`config.mk`:
```
export PLATFORM = sky130hd
export DESIGN_NAME = branch_resolve_unit
export DESIGN_NICKNAME = d
export VERILOG_FILES = /design/src/rtl/branch_resolve_unit.sv
export SDC_FILE = /design/constraint.sdc
export NUM_CORES = 1
export LEC_CHECK = 0
export BUFFER_PORTS_ARGS = -buffer_cell sky130_fd_sc_hd__buf_2
export CAP_MARGIN = 20
export CORE_ASPECT_RATIO = 1.5
export CORE_UTILIZATION = 56
export CTS_CLUSTER_DIAMETER = 40
export DETAILED_ROUTE_END_ITERATION = 6
export GPL_TIMING_DRIVEN = 0
export PLACE_DENSITY = 0.82
export SETUP_SLACK_MARGIN = 0.5
export SYNTH_ARGS = -nofsm -noshare
export SYNTH_HDL_FRONTEND = slang
export SYNTH_SLANG_ARGS = --single-unit
```
`constraint.sdc`:
```
create_clock -name clk -period 4 [get_ports clk]
set_input_delay 0.2 -clock clk [delete_from_list [all_inputs] [get_ports clk]]
set_output_delay 0.2 -clock clk [all_outputs]
set_load 0.01 [all_outputs]
```
`src/rtl/branch_resolve_unit.sv`:
```
// Branch resolve unit: one-cycle registered branch evaluation with a handshake,
// misprediction detection, a 2-bit-counter BHT trained at retirement, and
// saturating retirement statistics.

package branches_pkg;

  // Encoding matches the conditional-branch funct3 field; 3'b010/3'b011 are unused.
  typedef enum logic [2:0] {
    BrEq  = 3'b000,
    BrNe  = 3'b001,
    BrLt  = 3'b100,
    BrGe  = 3'b101,
    BrLtu = 3'b110,
    BrGeu = 3'b111
  } branch_op_e;

endpackage

module branch_resolve_unit #(
  parameter int unsigned WIDTH       = 32,
  parameter int unsigned BHT_ENTRIES = 64,
  parameter int unsigned CNT_WIDTH   = 32
) (
  input  logic                       clk,
  input  logic                       rst_n,
  input  logic                       flush,
  input  logic                       in_valid,
  output logic                       in_ready,
  input  logic                       is_branch,
  input  branches_pkg::branch_op_e   branch_op,
  input  logic [WIDTH-1:0]           src_a,
  input  logic [WIDTH-1:0]           src_b,
  input  logic [WIDTH-1:0]           pc,
  input  logic [WIDTH-1:0]           imm,
  input  logic                       pred_taken,
  input  logic [WIDTH-1:0]           pred_target,
  output logic                       out_valid,
  input  logic                       out_ready,
  output logic                       taken,
  output logic [WIDTH-1:0]           next_pc,
  output logic                       mispredict,
  input  logic [WIDTH-1:0]           lookup_pc,
  output logic                       lookup_taken,
  output logic [CNT_WIDTH-1:0]       branch_count,
  output logic [CNT_WIDTH-1:0]       mispredict_count
);

  localparam int unsigned IdxW = $clog2(BHT_ENTRIES);

  // Result register and the retirement context carried alongside it
  logic             out_valid_q, out_valid_d;
  logic             taken_q, taken_d;
  logic [WIDTH-1:0] next_pc_q, next_pc_d;
  logic             mispredict_q, mispredict_d;
  logic             is_branch_q, is_branch_d;
  logic [IdxW-1:0]  idx_q, idx_d;

  logic [1:0]       bht_q [BHT_ENTRIES];
  logic [1:0]       bht_d [BHT_ENTRIES];

  logic [CNT_WIDTH-1:0] branch_count_q, branch_count_d;
  logic [CNT_WIDTH-1:0] mispredict_count_q, mispredict_count_d;

  logic             accept;
  logic             retire_branch;
  logic             cond;
  logic [WIDTH-1:0] target;
  logic [WIDTH-1:0] seq_pc;
  logic             res_taken;

  assign in_ready = !out_valid_q || out_ready;
  assign accept   = in_valid && in_ready && !flush;
  // A flush in the same cycle as out_ready drops the result instead of retiring it
  assign retire_branch = out_valid_q && out_ready && !flush && is_branch_q;

  // Branch condition from the comparison select; unused encodings never take
  always_comb begin
    cond = 1'b0;
    unique case (branch_op)
      branches_pkg::BrEq:  cond = (src_a == src_b);
      branches_pkg::BrNe:  cond = (src_a != src_b);
      branches_pkg::BrLt:  cond = ($signed(src_a) < $signed(src_b));
      branches_pkg::BrGe:  cond = ($signed(src_a) >= $signed(src_b));
      branches_pkg::BrLtu: cond = (src_a < src_b);
      branches_pkg::BrGeu: cond = (src_a >= src_b);
      default:             cond = 1'b0;
    endcase
  end

  assign target    = pc + imm;
  assign seq_pc    = pc + WIDTH'(4);
  assign res_taken = is_branch && cond;

  // Next-state for the result register: load on accept, drain on out_ready, kill on flush
  always_comb begin
    out_valid_d  = out_valid_q;
    taken_d      = taken_q;
    next_pc_d    = next_pc_q;
    mispredict_d = mispredict_q;
    is_branch_d  = is_branch_q;
    idx_d        = idx_q;
    if (flush) begin
      out_valid_d = 1'b0;
    end else if (accept) begin
      out_valid_d  = 1'b1;
      taken_d      = res_taken;
      next_pc_d    = res_taken ? target : seq_pc;
      mispredict_d = is_branch &&
                     ((pred_taken != res_taken) || (res_taken && (pred_target != target)));
      is_branch_d  = is_branch;
      idx_d        = pc[IdxW+1:2];
    end else if (out_ready) begin
      out_valid_d = 1'b0;
    end
  end

  // Result register state
  always_ff @(posedge clk or negedge rst_n) begin
    if (!rst_n) begin
      out_valid_q  <= 1'b0;
      taken_q      <= 1'b0;
      next_pc_q    <= '0;
      mispredict_q <= 1'b0;
      is_branch_q  <= 1'b0;
      idx_q        <= '0;
    end else begin
      out_valid_q  <= out_valid_d;
      taken_q      <= taken_d;
      next_pc_q    <= next_pc_d;
      mispredict_q <= mispredict_d;
      is_branch_q  <= is_branch_d;
      idx_q        <= idx_d;
    end
  end

  // BHT training: saturating 2-bit counter step on each retired branch
  always_comb begin
    for (int i = 0; i < int'(BHT_ENTRIES); i++) begin
      bht_d[i] = bht_q[i];
    end
    if (retire_branch) begin
      if (taken_q) begin
        if (bht_q[idx_q] != 2'b11) bht_d[idx_q] = bht_q[idx_q] + 2'b01;
      end else begin
        if (bht_q[idx_q] != 2'b00) bht_d[idx_q] = bht_q[idx_q] - 2'b01;
      end
    end
  end

  // BHT storage; every entry resets to weakly not-taken
  always_ff @(posedge clk or negedge rst_n) begin
    if (!rst_n) begin
      for (int i = 0; i < int'(BHT_ENTRIES); i++) begin
        bht_q[i] <= 2'b01;
      end
    end else begin
      for (int i = 0; i < int'(BHT_ENTRIES); i++) begin
        bht_q[i] <= bht_d[i];
      end
    end
  end

  // Retirement statistics, saturating at all-ones
  always_comb begin
    branch_count_d     = branch_count_q;
    mispredict_count_d = mispredict_count_q;
    if (retire_branch) begin
      if (branch_count_q != '1) branch_count_d = branch_count_q + CNT_WIDTH'(1);
      if (mispredict_q && (mispredict_count_q != '1)) begin
        mispredict_count_d = mispredict_count_q + CNT_WIDTH'(1);
      end
    end
  end

  // Statistics counter state
  always_ff @(posedge clk or negedge rst_n) begin
    if (!rst_n) begin
      branch_count_q     <= '0;
      mispredict_count_q <= '0;
    end else begin
      branch_count_q     <= branch_count_d;
      mispredict_count_q <= mispredict_count_d;
    end
  end

  // Lookup reads the registered table, so a same-cycle update is not visible yet
  assign lookup_taken     = bht_q[lookup_pc[IdxW+1:2]][1];
  assign out_valid        = out_valid_q;
  assign taken            = taken_q;
  assign next_pc          = next_pc_q;
  assign mispredict       = mispredict_q;
  assign branch_count     = branch_count_q;
  assign mispredict_count = mispredict_count_q;

endmodule

```
==> results by group <==
Logic synthesis
  • Seq/Total Area, Yosys: 39.22%
  • Yosys warnings: 0
  • Number of synthesized register bits: 234
  • Post-synth EDFFs: 0
  • Post-synth net total: 1974
  • Post-synthesis instance total: 1703
  • Syn_area_per_cell: 8.887 um2
  • Library cells used by synthesis: 83
  • Ys async rst share: 100.0%
  • Top_reg_cell synth: dfrtp_1
  • Synthesized cell area: 15130 um2

Global route
  • Largest net degree at the start of global routing: 98
  • Overflow after GRT: 0
  • Global-route wire length before repair: 77700 um
  • Tot GR Track Use: 36.61%
  • Vias in the first global route: 14.90k
  • Initial antenna violation count: 4

Layout
  • Share of layout cells above drive strength 1: 33.89%
  • Fin nets: 2346
  • Commonest non-fill, non-tap cell in the layout: buf_2
  • Layout area overhead: 29.80%
  • Most frequent cells in the layout: buf_2 (275), nand2_1 (244), dfrtp_1 (167)

STA
  • Slew HR: 33.55%
  • Final critical-path required period: 4.079 ns
  • Max-slew violation count: 0
  • Skew final: 0.02397 ns
  • Final Hold Fails: 3
  • FMAX: 245.1 MHz
  • RSZ-0062 raised after global routing: yes
  • Final setup fails: 5
  • Post-route clock period utilization: 102.0%
  • Actual slew at the worst max-slew pin: 0.9968 ns
  • Worst Slack Setup Final: -0.07930 ns
  • Hold Slack: -0.01918 ns

Detailed routing
  • ANT nets after route: 0
  • Routed WL: 57190 um
  • DRT iter0 DRCs: 1558
  • Vias post-DR: 15.66k
  • Pre-antenna DRT Iters: 7
  • Vias per cell: 6.435
  • Drc violations: 0
  • Wire per inst: 23.49 um

Outcome
  • Status: finished, violations left
  • Failing checks: negative hold slack, negative setup slack

Place
  • DP Wirelength: 36200 um
  • Pre-CTS WS: -1.086 ns
  • IO Port Bufs: 273
  • Final GP Congestion: 1.024

Critical path
  • Max FO, Critical Path: 8
  • Worst path arrival time: 4.50 ns
  • Critical path, cell by cell: buf_8 -> and3_1 -> clkbuf_2 -> a22oi_1 -> nand4_1 -> a22o_1 -> nor4_4 -> inv_1 -> ha_4 -> mux2i_4 -> nand2_8 -> nor2_4 -> buf_6 -> nand2_4 -> nand2_1 -> o21ai_1
  • Crit Path Class: register to register
  • CP max stage cell: dfrtp_2
  • CP Launch Type: register
  • Crit path required time: 4.42 ns
  • CP max stage delay: 0.48 ns
  • Crit path capture type: register

Job
  • MaxCap Viol Count: 0

Floorplan
  • Core Footprint: 26490 um2
  • Die height: 203.3 um
  • Die ar.: 27700 um2
  • Initial core utilization: 57.14%
  • Core Rows: 73
  • Die W: 136.2 um
  • I/O pins: 303

Min path
  • Hold Crit Class: primary input to register

Clock tree
  • # clock sinks: 234
  • TritonCTS clock tree: done
  • Clk slew on worst S/H paths: 0.07 ns
  • Inserted Clock Buffers: 23
  • CTS root buf: clkbuf_16
  • H-Tree Depth: 1
  • Worst skew pair latency: 0.56 ns
  • Worst-case clock buffer depth: 3

Power and ir drop
  • Power Density: 370.6 nW/um2
  • Leak pwr: 9.479 nW
  • Maximum vdd drop: 0.4127 mV
-- logic make-up after synthesis --
family                     Yosys count  share of synthesized area, %
and+or+nand+nor                    663                         20.49
AOI/OAI and AO/OA                  433                         17.24
DFF                                234                         39.22
xor gates and xnor gates           147                         9.945
buffers and inverters              127                         3.604
adders and majority gates           69                         5.754
muxes                               30                         3.745
-- final cells by class --
class / instances / area [um2]
Sequential cell: 234 / 5939
Clock inverter: 18 / 192.7
Multi-Input combinational cell: 1343 / 9657
Buffer: 72 / 483.0
Fill cell: 1806 / 6843
Inverter: 55 / 206.4
Clock buffer: 24 / 589.3
Antenna cell: 5 / 12.51
Tap cell: 337 / 421.7
Timing Repair Buffer: 346 / 2143
-- Yosys cell counts, drive strengths merged, types with 42 or more instances --
master  number  area, um2
a21oi       62      310.3
clkbuf      57      225.2
dfrtp      170       4254
dfstp       64       1682
ha          68      850.8
inv         55      206.5
nand2      351       1318
nand3       49      250.2
nand4       42      277.8
nor2        77      289.0
o21ai      206       1031
xnor2       89      779.5
xor2        43      376.6
-- critical path: cells and delay by family (launching register included) --
kind | cells | cell delay (ns)
and+or+nand+nor | 7 | 1.37
buffers and inverters | 4 | 0.80
AOI/OAI and AO/OA | 3 | 0.80
DFF | 1 | 0.48
muxes | 1 | 0.30
adders and majority gates | 1 | 0.18
-- what timing repair did --
item / 4_1_cts / 5_1_grt
setup endpoints to repair: 129 / 131
hold endpoints to repair: 66 / 0
setup buffers: 27 / 32
hold buffers: 7 / 0
cloned: 1 / 1
resized for setup: 81 / 409
pin swaps: 13 / 87
-- metrics by stage --
| stage | cell area, um2 | util (%) | total power, mW | setup TNS [ns] | std cells |
|---|---|---|---|---|---|
| after detailed placement | 17010 | 64.21 | 4.384 | -104.93 | 2318 |
| final | 19650 | 74.17 | 7.280 | -0.2276 | 2434 |
| after floorplan | 15130 | - | 3.678 | 0 | 1703 |
| after global placement | 16920 | 63.89 | 4.332 | -282.45 | 2313 |
| after CTS | 18390 | 69.41 | 6.768 | 0 | 2395 |
| after global routing | 19640 | 74.13 | 7.514 | -2.987 | 2430 |
-- path summary, 6_finish.rpt --
check                              start                         end  slack [ns]  depth (start not counted)
worst max-delay path            idx_q[2]                    bht_q[5]       -0.08                         16
worst min-delay path               pc[0]                  next_pc[0]       -0.02                          3
worst max register to register  idx_q[2]                    bht_q[5]       -0.08                         16
worst min register to register  register                    register        0.47                          2
max in group asynchronous          rst_n  asynchronous set/reset pin        2.93                          3
min in group asynchronous          rst_n                   bht_q[77]        0.20                          2
-- report_power, final --
group / internal (mW) / switching, mW
logic: 0.895 / 1.47
registers: 2.50 / 0.110
clock network: 1.28 / 1.02
-- per-layer routing --
| layer | GRT usage, % | share of wire [%] | up-vias |
|---|---|---|---|
| met4 | 24.37 | 8.8 | 0 |
| li1 | - | - | 6876 |
| met3 | 7.656 | 11 | 381 |
| met2 | 63.71 | 48 | 978 |
| met5 | 1.296 | 0 | - |
| met1 | 39.40 | 32 | 7427 |
No activity file was read; power rests on OpenSTA's default activity.
